$ cat src/rtl/packet_rr_arbiter.sv
// Packet-locked round-robin arbiter feeding the routing-algorithm stage.
// Selects one AXI-Stream input channel per packet, forwards it with zero
// added latency, and holds the header's destination coordinates for the
// whole packet.
module packet_rr_arbiter #(
  parameter int DATA_WIDTH              = 40,
  parameter int CHANNEL_NUMBER          = 5,
  parameter int MAX_ROUTERS_X           = 4,
  parameter int MAX_ROUTERS_Y           = 4,
  parameter int MAXIMUM_PACKAGES_NUMBER = 5,
  parameter int CH_WIDTH                = $clog2(CHANNEL_NUMBER),
  localparam int X_WIDTH                = $clog2(MAX_ROUTERS_X),
  localparam int Y_WIDTH                = $clog2(MAX_ROUTERS_Y)
) (
  input  logic                                 clk,
  input  logic                                 rst_n,
  input  logic [CHANNEL_NUMBER-1:0]            in_tvalid,
  output logic [CHANNEL_NUMBER-1:0]            in_tready,
  input  logic [CHANNEL_NUMBER*DATA_WIDTH-1:0] in_tdata,
  input  logic [CHANNEL_NUMBER-1:0]            in_tlast,
  output logic                                 out_tvalid,
  input  logic                                 out_tready,
  output logic [DATA_WIDTH-1:0]                out_tdata,
  output logic                                 out_tlast,
  output logic [X_WIDTH-1:0]                   target_x,
  output logic [Y_WIDTH-1:0]                   target_y,
  output logic [CH_WIDTH-1:0]                  grant_o
);

  localparam int CNT_W = $clog2(MAXIMUM_PACKAGES_NUMBER + 1);

  typedef enum logic {
    IDLE   = 1'b0,
    LOCKED = 1'b1
  } state_t;

  state_t                    r_state;
  state_t                    w_next_state;
  logic [CH_WIDTH-1:0]       r_grant;
  logic [CH_WIDTH-1:0]       r_rr_ptr;
  logic [CNT_W-1:0]          r_burst_cnt;
  logic                      r_hdr_pending;
  logic                      r_prev_valid;
  logic [X_WIDTH-1:0]        r_tgt_x;
  logic [Y_WIDTH-1:0]        r_tgt_y;

  logic                      w_sel_valid;
  logic [DATA_WIDTH-1:0]     w_sel_data;
  logic                      w_sel_last;
  logic [CHANNEL_NUMBER-1:0] w_grant_onehot;
  logic                      w_hs;
  logic                      w_any_req;
  logic                      w_regrant;
  logic                      w_search_found;
  logic [CH_WIDTH-1:0]       w_search_idx;
  logic [CH_WIDTH-1:0]       w_idx;
  logic [X_WIDTH-1:0]        w_hdr_x;
  logic [Y_WIDTH-1:0]        w_hdr_y;

  // Mux the currently granted channel onto the internal select bus.
  always_comb begin
    w_sel_valid = 1'b0;
    w_sel_data  = '0;
    w_sel_last  = 1'b0;
    for (int unsigned i = 0; i < CHANNEL_NUMBER; i++) begin
      if (r_grant == CH_WIDTH'(i)) begin
        w_sel_valid = in_tvalid[i];
        w_sel_data  = in_tdata[i*DATA_WIDTH +: DATA_WIDTH];
        w_sel_last  = in_tlast[i];
      end
    end
  end

  assign w_grant_onehot = CHANNEL_NUMBER'(1) << r_grant;
  assign w_hs           = (r_state == LOCKED) && w_sel_valid && out_tready;
  assign w_any_req      = |in_tvalid;
  assign w_hdr_x        = w_sel_data[X_WIDTH-1:0];
  assign w_hdr_y        = w_sel_data[X_WIDTH+Y_WIDTH-1:X_WIDTH];

  // Regrant the last channel while its burst allowance lasts; once the
  // allowance is spent the search below may still land on it (it is
  // checked last), which restarts its burst count.
  assign w_regrant = r_prev_valid && in_tvalid[r_rr_ptr] &&
                     (r_burst_cnt < CNT_W'(MAXIMUM_PACKAGES_NUMBER));

  // Find the first requester after the round-robin pointer, wrapping round.
  always_comb begin
    w_search_found = 1'b0;
    w_search_idx   = '0;
    w_idx          = '0;
    for (int unsigned k = 1; k <= CHANNEL_NUMBER; k++) begin
      w_idx = CH_WIDTH'((32'(r_rr_ptr) + k) % CHANNEL_NUMBER);
      if (!w_search_found && in_tvalid[w_idx]) begin
        w_search_found = 1'b1;
        w_search_idx   = w_idx;
      end
    end
  end

  // State register.
  always_ff @(posedge clk) begin
    if (!rst_n) begin
      r_state <= IDLE;
    end else begin
      r_state <= w_next_state;
    end
  end

  // Next-state logic: one arbitration cycle, then locked until TLAST handshake.
  always_comb begin
    w_next_state = r_state;
    unique case (r_state)
      IDLE:    if (w_any_req) w_next_state = LOCKED;
      LOCKED:  if (w_hs && w_sel_last) w_next_state = IDLE;
      default: w_next_state = IDLE;
    endcase
  end

  // Output logic: combinational pass-through of the locked channel.
  always_comb begin
    in_tready  = '0;
    out_tvalid = 1'b0;
    out_tdata  = '0;
    out_tlast  = 1'b0;
    target_x   = r_tgt_x;
    target_y   = r_tgt_y;
    if (r_state == LOCKED) begin
      in_tready  = out_tready ? w_grant_onehot : '0;
      out_tvalid = w_sel_valid;
      out_tdata  = w_sel_data;
      out_tlast  = w_sel_last;
      if (r_hdr_pending) begin
        target_x = w_hdr_x;
        target_y = w_hdr_y;
      end
    end
  end

  assign grant_o = r_grant;

  // Grant, pointer, burst counter and header capture registers.
  always_ff @(posedge clk) begin
    if (!rst_n) begin
      r_grant       <= '0;
      r_rr_ptr      <= CH_WIDTH'(CHANNEL_NUMBER - 1);
      r_burst_cnt   <= '0;
      r_hdr_pending <= 1'b1;
      r_prev_valid  <= 1'b0;
      r_tgt_x       <= '0;
      r_tgt_y       <= '0;
    end else begin
      if (r_state == IDLE && w_any_req) begin
        r_hdr_pending <= 1'b1;
        if (w_regrant) begin
          r_grant <= r_rr_ptr;
        end else begin
          r_grant     <= w_search_idx;
          r_burst_cnt <= '0;
        end
      end
      if (w_hs) begin
        if (r_hdr_pending) begin
          r_tgt_x       <= w_hdr_x;
          r_tgt_y       <= w_hdr_y;
          r_hdr_pending <= 1'b0;
        end
        if (w_sel_last) begin
          r_rr_ptr     <= r_grant;
          r_prev_valid <= 1'b1;
          if (r_burst_cnt != CNT_W'(MAXIMUM_PACKAGES_NUMBER)) begin
            r_burst_cnt <= r_burst_cnt + 1'b1;
          end
        end
      end
    end
  end

endmodule

$ cat config.mk
export PLATFORM = sky130hd
export DESIGN_NAME = packet_rr_arbiter
export DESIGN_NICKNAME = d
export VERILOG_FILES = /design/src/rtl/packet_rr_arbiter.sv
export SDC_FILE = /design/constraint.sdc
export NUM_CORES = 1
export LEC_CHECK = 0
export BUFFER_PORTS_ARGS = -buffer_cell sky130_fd_sc_hd__buf_2
export CORE_ASPECT_RATIO = 1.5
export CORE_MARGIN = 4
export CORE_UTILIZATION = 45
export CTS_BUF_LIST = sky130_fd_sc_hd__clkbuf_2
export DETAILED_ROUTE_END_ITERATION = 10
export PLACE_DENSITY = 0.84
export SLEW_MARGIN = 5
export SYNTH_ARGS = -nofsm -noshare
export SYNTH_HDL_FRONTEND = slang
export SYNTH_SLANG_ARGS = --single-unit
$ cat constraint.sdc
create_clock -name clk -period 5.7 [get_ports clk]
set_input_delay 0 -clock clk [delete_from_list [all_inputs] [get_ports clk]]
set_output_delay 0 -clock clk [all_outputs]
set_load 0.005 [all_outputs]
======== After elaboration in Yosys (flattened, before gate mapping) ========
Cells that the tools add are included.
storage, ports and cells
  output and inout bits ................... 54
  flip-flop bits (word level) ............. 16
  logic and storage cells ................. 107
  input bits .............................. 213
operators by class
  reduce and logical (&&, ||, !) cells .... 17
  $lt $le $gt $ge ......................... 7
  $add $sub $neg .......................... 6
  shifts and indexed selects .............. 1
  multiplexer cells ....................... 57
  eq/ne operators ......................... 5
  div/mod/pow operators ................... 5
  bitwise logic cells ..................... 1
operators by type and width
  cell                     number
  $mux W40                 6
  $mod A32 B3 Y32 const B  5
  $mux W3                  11
  $mux W1                  27
  $lt A3 B4 Y1 const B     6
  $bmux W1 S3              6
  $logic_and A1 B1 Y1      10
  $mux W5                  2
  $add A3 B2 Y4 const B    2
  $add A3 B3 Y4 const B    2
  $mux W2                  4
  $eq A3 B2 Y1 const B     2
  $reduce_or A5 Y1         1
  $shl A1 B3 Y5 const A    1
  $add A3 B1 Y4 const B    1
  $logic_not A1 Y1         4
  $add A3 B1 Y3 const B    1
  $eq A3 B1 Y1 const B     1
  $eq A3 B3 Y1 const B     1
  $logic_not A3 Y1         1
  $lt A3 B3 Y1 const B     1
  $ne A3 B3 Y1 const B     1
  $pmux W1 S2              1
  $reduce_and A2 Y1        1
  $not A1 Y1               1

======== Depth between registers and ports, before layout ========
Gate-level depths: netlist of the first run.
  word-level depth ........................ 18
  depth in mapped cells ................... 18
  gate-level depth less buffers ........... 17

======== Worst setup path after synthesis of the first run ========
Ideal clock, no wire load.
  kind .................................... reg-to-reg
  start point ............................. register r_rr_ptr[0]
  end point ............................... register r_grant[2] (netlist: grant_o[2])
  stages on the path, launching flop included .. 18
  data required time ...................... 5.584 ns
  slack ................................... 1.347 ns
  path buffers ............................ 4
  arrival ................................. 4.237 ns
  cell sequence ........................... dfxtp_1 buf_2 inv_1 clkbuf_1 ha_1 buf_4 buf_2 nand2_1 ha_1 nor2b_1 a2111oi_0 a21oi_1 a2111oi_2 and3b_4 o211ai_4 a2111oi_2 or4b_1 o211a_1
on the way
  word-level cells in the longest chain between the ends .. 18
  elaborated cells between the ends (all ways) .. 42
RTL lines
  what                           RTL line  text
  start, declared                40        logic [CH_WIDTH-1:0] r_rr_ptr;
  start signal, assigned         145       r_rr_ptr <= CH_WIDTH'(CHANNEL_NUMBER - 1);
  start signal, assigned         168       r_rr_ptr <= r_grant;
  $add A3 B1 Y4                  92        w_idx = CH_WIDTH'((32'(r_rr_ptr) + k) % CHANNEL_NUMBER);
  $mod A32 B3 Y32                92
  $bmux W1 S3                    93        if (!w_search_found && in_tvalid[w_idx]) begin
  $mux W1 (implied by the code)  93
  $mux W1                        93
  $logic_not A1 Y1               93
  $logic_and A1 B1 Y1            93
  $mux W1                        93
  [2 not listed]                 --
  $mux W1                        93
  $logic_not A1 Y1               93
  $logic_and A1 B1 Y1            93
  $mux W1                        93
  $logic_not A1 Y1               93
  $logic_and A1 B1 Y1            93
  $mux W3                        93
  $mux W3 (*)                    154       if (w_regrant) begin
  end signal, assigned           155       r_grant <= r_rr_ptr;
  end signal, assigned           157       r_grant <= w_search_idx;
  end, declared                  39        logic [CH_WIDTH-1:0] r_grant;
Mark *: on every way between the ends. The rest lies on a longest branch, timed or not. The select of a mux whose other input is x is not followed.
A chain may end at the register's enable or synchronous reset.

======== Final worst setup path of the first run ========
Same ends and word-level chain as after synthesis.

==> out/results.txt, run 1 <==
Global placement routability congestion -> 1.04
Avg Cell Area, Syn -> 8.36 um^2
Hold Violations, Final -> 0
Ys async rst share -> 0%
Die Span Y -> 127 um
Worst path buffer plus inverter count -> 2
P_int -> 463 uW
# placed instances -> 853
Initial Util -> 46.0%
Setup Skew -> 0.00765 ns
MaxCap Viol Count -> 0
Part of the power in registers -> 19.8%
Htree depth -> 1
Ratio of cells with drive above 1 in the final layout -> 46.8%
Status -> complete, no violations
EDFF count, synth -> 0
Routed Wire Length -> 21100 um
Worst hold margin -> 0.135 ns
Most frequent cells in the layout -> 266 x buf_2, 56 x nor2b_1, 43 x mux4_2
Arrival time at the worst endpoint -> 4.62 ns
Reg2reg setup slack -> 1.31 ns
Worst-case vdd ir drop -> 89.3 uV
R2r startpoint -> r_rr_ptr[0]
Post-route insts no fill -> 862
Avg WL per Cell -> 24.5 um
Switch share -> 46.7%
Crit path depth -> 14
Final instance area -> 5670 um^2
Via density per instance -> 6.43
First-pass GRT wire length -> 30400 um
Drt pass-1 iters -> 7
Worst Path Required -> 5.93 ns
Setup tns final -> 0 ns
Port buffer count -> 266
DR DRC count -> 0
Post-synth top flop -> dfxtp_1
Total grt overflow -> 0
Clock Power Share -> 6.8%
Post_cts resized -> 0
Pwr Density -> 153 nW/um^2
Yosys cell types -> 71
TritonCTS buffer count -> 3
DRT iter0 DRCs -> 547
Layout Area Growth over Synthesis -> 33.2%
Setup violations, final -> 0
Max Clk Rate -> 228 MHz
Flops & latches, synth -> 16
Slew Limit Fails -> 0
Fillers -> 871
Synthesized Nets -> 745
Max-slew headroom -> 40.4%
GRT Resource Usage Total -> 36.1%
Largest net degree at the start of global routing -> 51
Largest stage delay, worst path -> 0.57 ns
Critical-path cell list -> inv_1 -> ha_1 -> buf_4 -> nand2_1 -> ha_1 -> nor2b_1 -> a2111oi_0 -> a21oi_1 -> a2111oi_2 -> and3b_4 -> o211ai_4 -> a2111oi_2 -> or4b_1 -> o211a_1
Die Width -> 87.4 um
R2r endpoint -> grant_o[2]
Clock transition at path regs -> 0.17 ns
Startpoint Class -> flip-flop
RSZ-0062 raised after global routing -> no
Post-synthesis cell count -> 509
Clock Tree Buf Depth -> 2
Fin crit period -> 4.39 ns
Setup bufs post-CTS -> 0
Multi-input logic area -> 3670 um^2
Combinational power share -> 73.5%
Setup crit start -> r_rr_ptr[0]
Worst Max-Slew Pin Slew -> 0.894 ns
Register area -> 325 um^2
Crit share post-route -> 76.9%
Vias -> 5546
Clk sinks -> 16
Core Area -> 9250 um^2
I/O pin cnt -> 267
Crit Path Max Fanout -> 13
Worst-Skew Late Latency -> 0.31 ns
Seq/Total Area, Yosys -> 7.53%
Full die area -> 11100 um^2
Most common cell after layout, fill and taps aside -> buf_2
Critical path's slowest cell -> dfxtp_1
Post-CTS Hold Buffers -> 1
Vias in the first global route -> 5332
Cell Rows -> 43
Crit. End Element -> flip-flop
Synth Cell Area -> 4260 um^2
CTS tree -> yes
CTS Root Cell -> clkbuf_2
YS warnings -> 0
DP HPWL -> 17700 um
# nets final -> 983
Sw power -> 405 uW
Delay-heaviest family, CP -> compound AO/OA/AOI/OAI gates
DP Area -> 5630 um^2
Antenna-violating nets left -> 0
Initial antenna violation count -> 4
Leak -> 2.73 nW
Crit path capture -> grant_o[2]
Reg2reg path depth -> 14
Worst min path class -> input pin to flip-flop
Setup CP Type -> flip-flop to flip-flop
Total Power -> 868 uW
==> how the worst min path moves through the flow <==
| stage | slack, ns | startpoint | to | depth (start not counted) |
|---|---|---|---|---|
| 2_1_floorplan | 0.13 | rst_n | r_burst_cnt[2] | 1 |
| 3_3_place_gp | 0.30 | rst_n | r_hdr_pending | 2 |
| 3_5_place_dp | 0.31 | rst_n | r_hdr_pending | 2 |
| 4_1_cts | 0.14 | in_tdata[161] | r_tgt_x[1] | 4 |
| 5_1_grt | 0.18 | in_tdata[161] | r_tgt_x[1] | 4 |
| 6_report | 0.14 | in_tdata[161] | r_tgt_x[1] | 4 |
==> cell type report <==
cell class                      count  area share [%]
Inverter                           22            1.46
Clock buffer                        4           0.353
Antenna cell                        4           0.177
Timing Repair Buffer              278            25.1
Tap cell                          112            2.47
Sequential cell                    16            5.74
Multi-Input combinational cell    426            64.7
==> metrics by stage <==
stage | util, % | setup WS [ns]
3_5_place_dp | 60.8 | 1.42
6_report | 61.2 | 1.31
2_1_floorplan | - | 1.35
3_3_place_gp | 60.8 | 1.63
4_1_cts | 61.1 | 1.42
5_1_grt | 61.2 | 0.957
==> cell usage after synthesis, drive strengths merged (3+ instances only) <==
cell | number | area (um^2)
nor3 | 5 | 25.0
a2111oi | 4 | 53.8
inv | 22 | 82.6
a211o | 5 | 43.8
o31ai | 3 | 36.3
and3 | 5 | 31.3
mux2i | 20 | 200
a22oi | 42 | 315
nand3 | 8 | 40.0
o211ai | 9 | 81.3
a21o | 3 | 22.5
nor3b | 4 | 30.0
and2 | 6 | 37.5
or2 | 5 | 31.3
nor2 | 21 | 78.8
a21boi | 3 | 22.5
a211oi | 5 | 37.5
ha | 23 | 288
mux4 | 43 | 968
a21oi | 36 | 195
nand2b | 3 | 18.8
o22ai | 3 | 18.8
clkbuf | 30 | 115
nand2 | 39 | 146
mux2 | 3 | 33.8
and3b | 3 | 30.0
xnor2 | 9 | 93.8
nor2b | 56 | 350
buf | 15 | 76.3
o21ai | 21 | 105
dfxtp | 16 | 320
nor4 | 6 | 37.5
==> power groups by stage <==
stage	registers [mW]	clock network [mW]	logic, mW
floorplan	0.130	0	0.427
global placement	0.173	0	0.614
detailed placement	0.175	0	0.624
CTS	0.172	0.0582	0.626
global route	0.179	0.0630	0.678
finish	0.172	0.0586	0.637
==> registers in the layout, indices dropped and copies added, names as in the netlist <==
| register | cells |
|---|---|
| r_state | 1 |
| grant_o | 3 |
| r_burst_cnt | 3 |
| r_rr_ptr | 3 |
| r_prev_valid | 1 |
| r_hdr_pending | 1 |
| r_tgt_y | 2 |
| r_tgt_x | 2 |
==> metal layers <==
metal | up-vias | GRT usage [%] | part of all wire (%)
met5 | - | 0 | 0.061
met4 | 2 | 10.4 | 2.7
met3 | 46 | 6.84 | 12
met2 | 415 | 58.4 | 48
met1 | 2660 | 48.8 | 38
li1 | 2423 | - | -
==> tightest hold or removal path, delay by kind of cell <==
family,cells,cell delay [ns]
AND/OR/NAND/NOR,2,0.23
buffers and inverters,1,0.08
AO/OA/AOI/OAI,1,0.11
==> cell families after synthesis <==
logic type      share of synthesized area (%)
compound gates                           26.1
xor+xnor                                 2.41
fa+ha+maj                                6.76
buf+inv                                  6.44
flops                                    7.53
mux                                      28.3
simple gates                             22.5
(Power assumes the default switching activity.)
==> run 2, diff against run 1 <==
==> constraint.sdc (replaced) <==
create_clock -name clk -period 4.6 [get_ports clk]
set_input_delay 0 -clock clk [delete_from_list [all_inputs] [get_ports clk]]
set_output_delay 0 -clock clk [all_outputs]
set_load 0.005 [all_outputs]
==> run 2 against run 1 <==
Compared with the run above: critical path depth up 2; sequential share of layout area about the same; global-route usage up 1.0 points; clock-buffer cell count down 1; largest cell class unchanged.
==> out/results.txt, run 2 (same netlist as run 1, synthesis figures left out) <==
Crit path capture -> grant_o[1] (was grant_o[2])
Via density per instance -> 6.48 (was 6.43)
Ratio of cells with drive above 1 in the final layout -> 47.1% (was 46.8%)
Drt pass-1 iters -> 5 (was 7)
Slew Limit Fails -> 0 (unchanged)
Total grt overflow -> 0 (unchanged)
GRT Resource Usage Total -> 37.2% (was 36.1%)
MaxCap Viol Count -> 0 (unchanged)
Clock Tree Buf Depth -> 2 (unchanged)
Crit share post-route -> 90.6% (was 76.9%)
Port buffer count -> 266 (unchanged)
Setup bufs post-CTS -> 0 (unchanged)
DP HPWL -> 18000 um (was 17700 um)
DRT iter0 DRCs -> 656 (was 547)
Initial Util -> 46.0% (unchanged)
Startpoint Class -> flip-flop (unchanged)
Antenna-violating nets left -> 0 (unchanged)
Crit Path Max Fanout -> 11 (was 13)
Worst Path Required -> 4.80 ns (was 5.93 ns)
Arrival time at the worst endpoint -> 4.36 ns (was 4.62 ns)
Setup CP Type -> flip-flop to flip-flop (unchanged)
# placed instances -> 858 (was 853)
Most common cell after layout, fill and taps aside -> buf_2 (unchanged)
Avg WL per Cell -> 25.0 um (was 24.5 um)
Worst path buffer plus inverter count -> 2 (unchanged)
Crit-path most repeated cell -> a21oi_1
Largest stage delay, worst path -> 0.62 ns (was 0.57 ns)
Max-slew headroom -> 40.3% (was 40.4%)
Post-route insts no fill -> 867 (was 862)
Crit path depth -> 16 (was 14)
Vias -> 5615 (was 5546)
Worst-Skew Late Latency -> 0.32 ns (was 0.31 ns)
Clk sinks -> 16 (unchanged)
Clock transition at path regs -> 0.18 ns (was 0.17 ns)
Core Area -> 9250 um^2 (unchanged)
Total Power -> 1.08 mW (was 868 uW)
Routed Wire Length -> 21600 um (was 21100 um)
Status -> complete, no violations (unchanged)
Delay-heaviest family, CP -> compound AO/OA/AOI/OAI gates (unchanged)
CTS tree -> yes (unchanged)
Global placement routability congestion -> 1.07 (was 1.04)
TritonCTS buffer count -> 3 (unchanged)
DR DRC count -> 0 (unchanged)
Reg2reg setup slack -> 0.43 ns (was 1.31 ns)
Largest net degree at the start of global routing -> 51 (unchanged)
Worst min path class -> input pin to flip-flop (unchanged)
Setup tns final -> 0 ns (unchanged)
Max Clk Rate -> 240 MHz (was 228 MHz)
Hold Violations, Final -> 0 (unchanged)
Layout Area Growth over Synthesis -> 34.1% (was 33.2%)
Worst Max-Slew Pin Slew -> 0.895 ns (was 0.894 ns)
Final design utilization -> 61.7% (was 61.2%)
Leak -> 2.76 nW (was 2.73 nW)
Setup crit start -> r_rr_ptr[2] (was r_rr_ptr[0])
Initial antenna violation count -> 5 (was 4)
Full die area -> 11100 um^2 (unchanged)
R2r endpoint -> grant_o[1] (was grant_o[2])
Critical path's slowest cell -> dfxtp_1 (unchanged)
Die Span Y -> 127 um (unchanged)
Die Width -> 87.4 um (unchanged)
Worst hold margin -> 0.123 ns (was 0.135 ns)
Worst-case vdd ir drop -> 126 uV (was 89.3 uV)
First-pass GRT wire length -> 31300 um (was 30400 um)
Cell Rows -> 43 (unchanged)
# nets final -> 988 (was 983)
Vias in the first global route -> 5356 (was 5332)
Most frequent cells in the layout -> 266 x buf_2, 56 x nor2b_1, 43 x mux4_2 (unchanged)
Htree depth -> 1 (unchanged)
Reg2reg path depth -> 16 (was 14)
Setup Skew -> 0.0112 ns (was 0.00765 ns)
CTS Root Cell -> clkbuf_2 (unchanged)
RSZ-0062 raised after global routing -> no (unchanged)
Fin crit period -> 4.17 ns (was 4.39 ns)
I/O pin cnt -> 267 (unchanged)
Pwr Density -> 190 nW/um^2 (was 153 nW/um^2)
R2r startpoint -> r_rr_ptr[2] (was r_rr_ptr[0])
Crit. End Element -> flip-flop (unchanged)
Setup violations, final -> 0 (unchanged)
Critical-path cell list -> inv_1 -> ha_1 -> a21oi_1 -> a21oi_1 -> xnor2_1 -> ha_1 -> nor2b_1 -> o21ai_0 -> o31ai_4 -> o21ai_0 -> a21oi_1 -> nor3_1 -> a2111oi_2 -> buf_4 -> a211o_1 -> o22ai_1 (was inv_1 -> ha_1 -> buf_4 -> nand2_1 -> ha_1 -> nor2b_1 -> a2111oi_0 -> a21oi_1 -> a2111oi_2 -> and3b_4 -> o211ai_4 -> a2111oi_2 -> or4b_1 -> o211a_1)
==> run 2: changes by cell type in the layout (fill, tap and decap cells not counted) <==
cell	delta
dfxtp_2	+1
buf_4	+5
clkinv_1	+1
dfxtp_1	-1
clkbuf_2	-1
==> run 2: metal layers <==
layer	track usage (%)	part of all wire, %	vias up
li1	-	-	2438
met1	50.1	36	2683
met3	5.23	12	69
met2	61.0	48	421
met4	11.6	3.6	4
met5	0	0.097	-
==> run 2: worst register-to-register path: stages (launching register included) <==
cell       delay (ns)
dfxtp_1          0.62
inv_1            0.21
ha_1             0.23
a21oi_1          0.36
a21oi_1          0.10
xnor2_1          0.32
ha_1             0.25
nor2b_1          0.18
o21ai_0          0.17
o31ai_4          0.37
o21ai_0          0.16
a21oi_1          0.16
nor3_1           0.08
a2111oi_2        0.44
buf_4            0.20
a211o_1          0.11
o22ai_1          0.08
==> run 2: worst min-delay path by stage <==
| stage | start | endpoint | cells after the start |
|---|---|---|---|
| 3_3_place_gp | rst_n | r_hdr_pending | 2 |
| 6_report | in_tdata[161] | r_tgt_x[1] | 4 |
| 4_1_cts | in_tdata[161] | r_tgt_x[1] | 4 |
| 5_1_grt | in_tdata[161] | r_tgt_x[1] | 4 |
| 3_5_place_dp | rst_n | r_hdr_pending | 2 |
| 2_1_floorplan | rst_n | r_burst_cnt[2] | 1 |
==> run 2: repair_timing <==
item | CTS | global route
endpoints found under the setup margin | 0 | 1
resized for setup | 0 | 1
hold endpoints to repair | 1 | 0
hold buffers | 1 | 0
==> run 2: layout make-up <==
class                   instances  area, um^2
clock inverters                 1        3.75
repair buffers                283        1460
well taps                     112         140
multi-input cells             426        3670
inverters                      22        82.6
flip-flops and latches         16         327
fillers                       884        3550
clock buffers                   3        15.0
diodes                          4        10.0
==> run 2: power by group <==
part | total [mW] | switching (mW) | leakage [nW] | internal (mW)
combinational | 0.812 | 0.409 | 2.61 | 0.403
clock | 0.0698 | 0.0509 | 0.0141 | 0.0189
sequential | 0.202 | 0.0519 | 0.132 | 0.150
==> run 2: through the flow <==
stage | cell area [um^2] | setup slack (ns)
floorplan | 4260 | 0.247
global placement | 5670 | 0.671
detailed placement | 5670 | 0.508
CTS | 5690 | 0.452
global route | 5700 | 0.0243
finish | 5710 | 0.433
==> run 3, diff against run 2 <==
--- a/config.mk
+++ b/config.mk
@@ -12,6 +12,7 @@
 export CTS_BUF_LIST = sky130_fd_sc_hd__clkbuf_2
 export DETAILED_ROUTE_END_ITERATION = 10
 export PLACE_DENSITY = 0.84
+export SETUP_SLACK_MARGIN = 0.5
 export SLEW_MARGIN = 5
 export SYNTH_ARGS = -nofsm -noshare
 export SYNTH_HDL_FRONTEND = slang
==> run 3 against run 2 <==
Compared with the run above: combinational power is 3.1% lower; maximum frequency is 6.1% higher; global-route usage is 3.5 points lower; highest routed layer is now met4.
==> out/results.txt, run 3 (same netlist as run 1, synthesis figures left out) <==
Status -> complete, no violations (unchanged)
Crit share post-route -> 85.4% (was 90.6%)
Initial antenna violation count -> 2 (was 5)
I/O pin cnt -> 267 (unchanged)
Antenna-violating nets left -> 0 (unchanged)
Initial Util -> 46.0% (unchanged)
Fin crit period -> 3.93 ns (was 4.17 ns)
Drt pass-1 iters -> 5 (unchanged)
Leak -> 2.81 nW (was 2.76 nW)
RSZ-0062 raised after global routing -> no (unchanged)
Setup CP Type -> flip-flop to flip-flop (unchanged)
# placed instances -> 856 (was 858)
Global placement routability congestion -> 0.965 (was 1.07)
Full die area -> 11100 um^2 (unchanged)
Total grt overflow -> 0 (unchanged)
TritonCTS buffer count -> 3 (unchanged)
GRT Resource Usage Total -> 33.7% (was 37.2%)
Most frequent cells in the layout -> 266 x buf_2, 56 x nor2b_1, 43 x mux4_2 (unchanged)
Clock Tree Buf Depth -> 2 (unchanged)
Register area -> 332 um^2 (was 327 um^2)
Via density per instance -> 6.28 (was 6.48)
DR DRC count -> 0 (unchanged)
Setup violations, final -> 0 (unchanged)
Worst-Skew Late Latency -> 0.31 ns (was 0.32 ns)
Port buffer count -> 266 (unchanged)
Arrival time at the worst endpoint -> 4.15 ns (was 4.36 ns)
Layout Area Growth over Synthesis -> 38.0% (was 34.1%)
Worst min path class -> input pin to flip-flop (unchanged)
Setup Skew -> 0.00532 ns (was 0.0112 ns)
Die Width -> 87.4 um (unchanged)
Most common cell after layout, fill and taps aside -> buf_2 (unchanged)
Setup tns final -> 0 ns (unchanged)
Crit. End Element -> flip-flop (unchanged)
DRT iter0 DRCs -> 416 (was 656)
Slew Limit Fails -> 0 (unchanged)
Crit Path Max Fanout -> 14 (was 11)
Avg WL per Cell -> 22.6 um (was 25.0 um)
Max-slew headroom -> 41.0% (was 40.3%)
Final design utilization -> 63.4% (was 61.7%)
Worst-case vdd ir drop -> 123 uV (was 126 uV)
DP HPWL -> 16400 um (was 18000 um)
Post-route insts no fill -> 874 (was 867)
Die Span Y -> 127 um (unchanged)
Vias in the first global route -> 5288 (was 5356)
First-pass GRT wire length -> 28800 um (was 31300 um)
Max Clk Rate -> 255 MHz (was 240 MHz)
Largest net degree at the start of global routing -> 51 (unchanged)
Clk sinks -> 16 (unchanged)
Routed Wire Length -> 19800 um (was 21600 um)
Cell Rows -> 43 (unchanged)
Startpoint Class -> flip-flop (unchanged)
CTS tree -> yes (unchanged)
Clock transition at path regs -> 0.17 ns (was 0.18 ns)
Hold Violations, Final -> 0 (unchanged)
Worst Path Required -> 4.83 ns (was 4.80 ns)
Core Area -> 9250 um^2 (unchanged)
# nets final -> 996 (was 988)
MaxCap Viol Count -> 0 (unchanged)
CTS Root Cell -> clkbuf_2 (unchanged)
Htree depth -> 1 (unchanged)
Multi-input logic area -> 3750 um^2 (was 3670 um^2)
Worst Max-Slew Pin Slew -> 0.885 ns (was 0.895 ns)
Pwr Density -> 183 nW/um^2 (was 190 nW/um^2)
Fillers -> 841 (was 884)
Vias -> 5492 (was 5615)
Ratio of cells with drive above 1 in the final layout -> 49.5% (was 47.1%)
==> run 3: changes by cell type in the layout (fill, tap and decap cells not counted), moves of 2 or more <==
| cell | delta |
|---|---|
| buf_4 | +5 |
| ha_1 | -4 |
| dfxtp_1 | -2 |
| ha_2 | +2 |
| ha_4 | +2 |
==> run 3: timing repair <==
item,in CTS,in global routing
setup endpoints to repair,2,3
endpoints found under the hold margin,2,0
pin swaps,0,4
buffers inserted,1,9
hold buffers,1,0
gates resized for setup,4,15
==> run 3: worst paths after layout <==
check                 end  slack (ns)  depth (start not counted)     startpoint
max            grant_o[2]        0.67                         15    r_rr_ptr[2]
min            r_tgt_x[1]        0.16                          4  in_tdata[161]
max reg2reg    grant_o[2]        0.67                         15    r_rr_ptr[2]
min reg2reg  r_prev_valid        0.48                          2   r_prev_valid
==> run 3: through the flow <==
step | cell area, um^2 | power, mW | hold WS (ns) | setup slack, ns
6_report | 5870 | 1.08 | 0.163 | 0.672
5_1_grt | 5870 | 1.15 | 0.195 | 0.501
4_1_cts | 5730 | 1.06 | 0.145 | 0.519
3_5_place_dp | 5680 | 0.983 | 0.306 | 0.419
3_3_place_gp | 5680 | 0.965 | 0.299 | 0.600
2_1_floorplan | 4270 | 0.691 | 0.128 | 0.522
==> run 3: power by group <==
group	total [mW]	switching, mW	leakage, nW	internal (mW)
sequential	0.216	0.0661	0.132	0.150
combinational	0.787	0.374	2.67	0.414
clock	0.0729	0.0498	0.0166	0.0230
total	1.08	0.490	2.81	0.586
==> run 3: per-layer routing <==
metal	wire, um	part of all wire, %	vias up	global-route usage [%]
met5	0	0	-	0
met4	252	1.3	0	5.42
met3	2360	12	21	7.03
met2	9440	48	399	56.2
met1	7730	39	2618	45.3
li1	-	-	2454	-
==> run 3: layout make-up <==
cell class,instances,area share (%)
Clock buffer,4,0.341
Antenna cell,3,0.128
Multi-Input combinational cell,426,63.8
Sequential cell,16,5.65
Tap cell,112,2.39
Timing Repair Buffer,291,26.3
Inverter,22,1.41
==> run 3: worst max-delay path: stages (launching register included) <==
cell and delay, ns:
dfxtp_4 0.42, buf_12 0.16, ha_1 0.24, a21oi_4 0.21, inv_1 0.10, ha_1 0.32
nor2b_1 0.09, a211o_1 0.33, and4_1 0.25, a2111oi_2 0.29, and3b_4 0.27, o211ai_4 0.23
a2111oi_2 0.07, buf_4 0.19, or4b_1 0.51, o211a_1 0.13
